## src/rtl/alu_issue_pkg.sv

```systemverilog
// Shared encodings for the ALU issue controller: instruction ops, ALU opControl
// codes, FSM states and architectural flag bit positions.
package alu_issue_pkg;

  localparam logic [1:0] OP_ADD  = 2'b00;
  localparam logic [1:0] OP_AND  = 2'b01;
  localparam logic [1:0] OP_OR   = 2'b10;
  localparam logic [1:0] OP_ADDC = 2'b11;

  localparam logic [1:0] ALU_ADD = 2'b00;
  localparam logic [1:0] ALU_AND = 2'b01;
  localparam logic [1:0] ALU_OR  = 2'b10;

  localparam int FLAG_C = 2;
  localparam int FLAG_Z = 1;
  localparam int FLAG_N = 0;

  typedef enum logic [2:0] {IDLE, RD_A, RD_B, EXEC, WB} state_t;

  function automatic logic is_add(input logic [1:0] op);
    return (op == OP_ADD) || (op == OP_ADDC);
  endfunction

  // ADDC has no ALU opcode of its own; it is an ADD with carry-in.
  function automatic logic [1:0] alu_op_of(input logic [1:0] op);
    case (op)
      OP_AND:  return ALU_AND;
      OP_OR:   return ALU_OR;
      default: return ALU_ADD;
    endcase
  endfunction

endpackage

```

## src/rtl/alu_flag_update.sv

```systemverilog
// Next-state {C, Z, N} from the ALU outputs; logic ops keep the old carry.
module alu_flag_update
  import alu_issue_pkg::*;
#(
  parameter int W = 8
) (
  input  logic [1:0]   op_i,
  input  logic [2:0]   czn_i,
  input  logic [W-1:0] result_i,
  input  logic [2:0]   flags_i,
  output logic [2:0]   flags_o
);

  // N comes from the result MSB, so the ALU's own n bit is deliberately dropped.
  logic unused_n;
  assign unused_n = czn_i[FLAG_N];

  always_comb begin
    flags_o         = flags_i;
    flags_o[FLAG_Z] = czn_i[FLAG_Z];
    flags_o[FLAG_N] = result_i[W-1];
    if (is_add(op_i)) flags_o[FLAG_C] = czn_i[FLAG_C];
  end

endmodule

```

## src/rtl/alu_issue_ctrl.sv

```systemverilog
// Multi-cycle issue FSM: fetch two operands over one read port, run the ALU,
// write back and pulse done. ALU_ISSUE_SAME_SRC_EN skips RD_B when rs == rt.
module alu_issue_ctrl
  import alu_issue_pkg::*;
#(
  parameter int W  = 8,
  parameter int RA = 3
) (
  input  logic          clk,
  input  logic          rst,
  input  logic          instr_valid,
  output logic          instr_ready,
  input  logic [1:0]    instr_op,
  input  logic [RA-1:0] instr_rd,
  input  logic [RA-1:0] instr_rs,
  input  logic [RA-1:0] instr_rt,
  output logic [RA-1:0] rf_raddr,
  input  logic [W-1:0]  rf_rdata,
  output logic [W-1:0]  alu_a,
  output logic [W-1:0]  alu_b,
  output logic [1:0]    alu_op,
  output logic          alu_cin,
  input  logic [W-1:0]  alu_result,
  input  logic [2:0]    alu_czn,
  output logic          rf_we,
  output logic [RA-1:0] rf_waddr,
  output logic [W-1:0]  rf_wdata,
  output logic [2:0]    flags,
  output logic          busy,
  output logic          done
);

  state_t        state_q;
  logic [1:0]    op_q;
  logic [RA-1:0] rd_q, rt_q, raddr_q, waddr_q;
  logic [W-1:0]  alu_a_q, alu_b_q, wdata_q;
  logic [1:0]    alu_op_q;
  logic          alu_cin_q, we_q;
  logic [2:0]    flags_q, flags_d;
`ifdef ALU_ISSUE_SAME_SRC_EN
  logic          same_q;
`endif

  alu_flag_update #(.W(W)) u_flag (
    .op_i    (op_q),
    .czn_i   (alu_czn),
    .result_i(alu_result),
    .flags_i (flags_q),
    .flags_o (flags_d)
  );

  always_ff @(posedge clk or posedge rst) begin
    if (rst) begin
      state_q   <= IDLE;
      op_q      <= OP_ADD;
      rd_q      <= '0;
      rt_q      <= '0;
      raddr_q   <= '0;
      waddr_q   <= '0;
      alu_a_q   <= '0;
      alu_b_q   <= '0;
      wdata_q   <= '0;
      alu_op_q  <= ALU_ADD;
      alu_cin_q <= 1'b0;
      we_q      <= 1'b0;
      flags_q   <= 3'b000;
`ifdef ALU_ISSUE_SAME_SRC_EN
      same_q    <= 1'b0;
`endif
    end else begin
      case (state_q)
        IDLE: if (instr_valid) begin
          op_q    <= instr_op;
          rd_q    <= instr_rd;
          rt_q    <= instr_rt;
          raddr_q <= instr_rs;
`ifdef ALU_ISSUE_SAME_SRC_EN
          same_q  <= (instr_rs == instr_rt);
`endif
          state_q <= RD_A;
        end
        RD_A: begin
          alu_a_q <= rf_rdata;
`ifdef ALU_ISSUE_SAME_SRC_EN
          if (same_q) begin
            // One read serves both operands; the read address stays on rs.
            alu_b_q   <= rf_rdata;
            alu_op_q  <= alu_op_of(op_q);
            alu_cin_q <= (op_q == OP_ADDC) && flags_q[FLAG_C];
            state_q   <= EXEC;
          end else begin
            raddr_q <= rt_q;
            state_q <= RD_B;
          end
`else
          raddr_q <= rt_q;
          state_q <= RD_B;
`endif
        end
        RD_B: begin
          alu_b_q   <= rf_rdata;
          alu_op_q  <= alu_op_of(op_q);
          alu_cin_q <= (op_q == OP_ADDC) && flags_q[FLAG_C];
          state_q   <= EXEC;
        end
        EXEC: begin
          wdata_q <= alu_result;
          waddr_q <= rd_q;
          flags_q <= flags_d;
          we_q    <= 1'b1;
          state_q <= WB;
        end
        WB: begin
          we_q    <= 1'b0;
          state_q <= IDLE;
        end
        default: state_q <= IDLE;
      endcase
    end
  end

  assign instr_ready = (state_q == IDLE);
  assign busy        = (state_q != IDLE);
  assign rf_raddr    = raddr_q;
  assign alu_a       = alu_a_q;
  assign alu_b       = alu_b_q;
  assign alu_op      = alu_op_q;
  assign alu_cin     = alu_cin_q;
  assign rf_we       = we_q;
  assign done        = we_q;
  assign rf_waddr    = waddr_q;
  assign rf_wdata    = wdata_q;
  assign flags       = flags_q;

endmodule

```

## config.mk

```make
export PLATFORM = sky130hd
export DESIGN_NAME = alu_issue_ctrl
export DESIGN_NICKNAME = d
export VERILOG_FILES = /design/src/rtl/alu_issue_pkg.sv /design/src/rtl/alu_flag_update.sv /design/src/rtl/alu_issue_ctrl.sv
export SDC_FILE = /design/constraint.sdc
export NUM_CORES = 1
export LEC_CHECK = 0
export CORE_ASPECT_RATIO = 0.6
export CORE_MARGIN = 1
export CORE_UTILIZATION = 43
export CTS_CLUSTER_DIAMETER = 100
export CTS_CLUSTER_SIZE = 16
export DETAILED_ROUTE_END_ITERATION = 10
export HOLD_SLACK_MARGIN = 0.15
export PLACE_DENSITY_LB_ADDON = 0.25
export SETUP_SLACK_MARGIN = 0.05
export SKIP_LAST_GASP = 1
export SYNTH_ARGS = -nofsm -noshare
export SYNTH_HDL_FRONTEND = slang
export SYNTH_SLANG_ARGS = --single-unit
export TNS_END_PERCENT = 1
```

## constraint.sdc

```tcl
create_clock -name clk -period 2.1 [get_ports clk]
set_input_delay 0.315 -clock clk [delete_from_list [all_inputs] [get_ports clk]]
set_output_delay 0.315 -clock clk [all_outputs]
set_load 0.005 [all_outputs]
```

==> impl_metrics.py <==
metrics = {
    "placed_design": {
        "placed_cells": 254,
        "place_area_um2": 2670,
        "numPortBuffers": 71,
        "hpwl_mm": 2.80,
        "gp_congestion": 0.796,
        "place_worst_setup_slack_ns": 0.334,
    },
    "die": {
        "dieArea_um2": 4670,
        "die_h_um": 53.3,
        "fp-row-count": 18,
        "die_w_um": 87.6,
        "initial_core_util_pct": 45.3,
        "pin_count": 73,
        "core_um2": 4170,
    },
    "sta": {
        "layout_setup_ws_ns": 0.145,
        "rsz0062_at_grt": "false",
        "report.final.slew_viol_count": 0,
        "tns_ns": 0,
        "slew_headroom_pct": 56.6,
        "skew_ns": 0.00793,
        "finalSetupViolations": 0,
        "min_period_ns": 1.96,
        "fmax_mhz": 511,
        "whs_ns": 0.365,
        "hold_violations": 0,
        "timing.final.crit_share_pct": 93.1,
        "worstMarginPinSlew_ns": 0.651,
    },
    "run": {
        "drv_cap": 0,
    },
    "drt": {
        "dr.pass1.iters": 6,
        "post_drt_wl_per_cell_um": 14.2,
        "routed_wirelength_mm": 3.77,
        "drc": 0,
        "detail-route-antenna-nets": 0,
        "vias_per_cell": 4.69,
        "vias": 1247,
        "drt_iter0_markers": 41,
    },
    "worst_setup_path": {
        "worst_setup_path_start_kind": "flip-flop",
        "crit_required_ns": 1.78,
        "worstPathMaxFanout": 6,
        "worstSetupPathType": "reg -> out",
        "crit_path_end_kind": "output pin",
        "crit_arrival_ns": 1.64,
    },
    "grt": {
        "track_usage_pct": 18.0,
        "grt_pass1_wl_mm": 6.13,
        "grt_max_degree": 27,
        "grt_overflow": 0,
        "antenna_found_initial": 0,
        "grt_pass1_vias": 1314,
    },
    "clock_network": {
        "cts.path.max_buffers": 2,
        "cts_root_buf": "clkbuf_8",
        "hold_buffers": 0,
        "clk_pin_slew_ns": 0.08,
        "cts_made_buffers": 5,
        "cts.sinks": 47,
        "clk_latency_ns": 0.29,
        "cts_tree": "built",
        "ctsHtreeMaxLevel": 2,
    },
    "synth": {
        "synth_ff_type": "dfrtp_1",
        "seq_area_frac_synth_pct": 62.3,
        "synthCells": 127,
        "yosys-top-cells-count": "47 x dfrtp_1, 37 x mux2_2, 6 x buf_4",
        "avgSynthCellArea_um2": 14.9,
        "ys_ff_latch": 47,
        "async_flop_share_pct": 100,
        "yosysWarningCount": 0,
        "syn_area_um2": 1890,
        "synth.top_cell.area_share_pct": 62.3,
        "syn_nets": 163,
        "synthTopCellsByArea": "dfrtp_1 62%, mux2_2 22%, buf_4 2.4%",
        "synth_cell_type_count": 20,
        "synth_edf_count": 0,
        "yosysMostFrequentCell": "dfrtp_1",
        "yosys.area.top_type": "dfrtp_1",
    },
    "finish": {
        "antenna_cells": 0,
        "syn2layout_area_growth_pct": 47.4,
        "finish.instance_area_um2": 2780,
        "finalNetCount": 241,
        "utilization_pct": 66.8,
        "drive_gt1_share_pct": 28.6,
        "layout.cells.non_filler": 266,
        "fill_cells": 312,
    },
    "outcome": {
        "status": "finished clean",
    },
    "power_and_ir_drop": {
        "power_mw": 4.15,
        "powerDensity_nw_per_um2": 1490,
        "ir_drop_v": 0.000676,
        "p_leak_nw": 1.19,
    },
    "worst_hold_path": {
        "hp-class": "in -> async",
    },
}
-- final cells by class --
class / count / area (um2) / area share [%]
Timing Repair Buffer: 80 / 791 / 28.4
Sequential cell: 47 / 1180 / 42.4
Clock inverter: 1 / 5.00 / 0.180
Multi-Input combinational cell: 66 / 638 / 22.9
Clock buffer: 7 / 76.3 / 2.74
Inverter: 5 / 18.8 / 0.674
Tap cell: 60 / 75.1 / 2.70
-- metal layers --
layer  vias up  GRT usage [%]  share of wire (%)
met3         2           4.21                3.5
li1        591              -                  -
met2        31           32.7                 52
met4         0           6.56               0.72
met1       623           21.2                 44
met5         -              0                  0
-- flip-flops by register name, summed over array words and instances, names as in the netlist --
name      count
flags         3
alu_a         8
rd_q          3
alu_b         8
alu_op        2
op_q          2
rf_waddr      3
rt_q          3
done          1
alu_cin       1
rf_wdata      7
rf_raddr      3
state_q       3
-- path summary, 6_finish.rpt --
check                            start           to  slack (ns)  cells past startpoint
max                         state_q[1]  instr_ready        0.14                      3
max in group asynchronous          rst   state_q[1]        1.23                      3
max reg2reg                 state_q[2]     flags[2]        0.35                      4
min in group clk           rf_raddr[0]  rf_raddr[0]        0.48                      1
min reg2reg                rf_raddr[0]  rf_raddr[0]        0.48                      1
min                                rst      op_q[1]        0.36                      2
-- layout by cell type, fill, tap and decap left out, types with 2 or more instances in the layout --
cell type | Yosys | final
inv_1 | 5 | 4
clkdlybuf4s50_1 | 0 | 71
ha_1 | 3 | 3
nor2_1 | 3 | 3
o21ai_0 | 5 | 5
buf_4 | 6 | 8
nor3b_2 | 0 | 2
a21o_1 | 3 | 3
a22o_1 | 3 | 3
dfrtp_2 | 0 | 3
nand2_1 | 3 | 3
clkbuf_8 | 0 | 5
mux2_2 | 37 | 37
dfrtp_1 | 47 | 44
clkbuf_1 | 0 | 2
-- worst max-delay path, cell delays in order, from the launching register on --
cell and delay [ns]:
dfrtp_2 0.44, or3_1 0.36, inv_1 0.06, clkdlybuf4s50_1 0.49
-- power breakdown --
group / internal [mW] / switching [mW] / total, mW
Combinational: 1.35 / 0.661 / 2.01
Sequential: 1.37 / 0.255 / 1.63
Clock: 0.234 / 0.277 / 0.511
-- cell families after synthesis --
group / count (synthesis) / synth area share, %
flip-flops: 47 / 62.3
multiplexers: 37 / 22.1
buffers and inverters: 14 / 4.50
AND/OR/NAND/NOR: 13 / 4.57
AO/OA/AOI/OAI: 12 / 4.17
adder cells (fa/ha/maj): 3 / 1.99
XOR/XNOR: 1 / 0.464
-- what timing repair did --
item / CTS / global route
endpoints found under the hold margin: 0 / 0
setup buffers: 1 / 3
gates resized for setup: 2 / 1
endpoints found under the setup margin: 1 / 1
gates cloned: 0 / 0
Power figures use the tool's default switching activity.
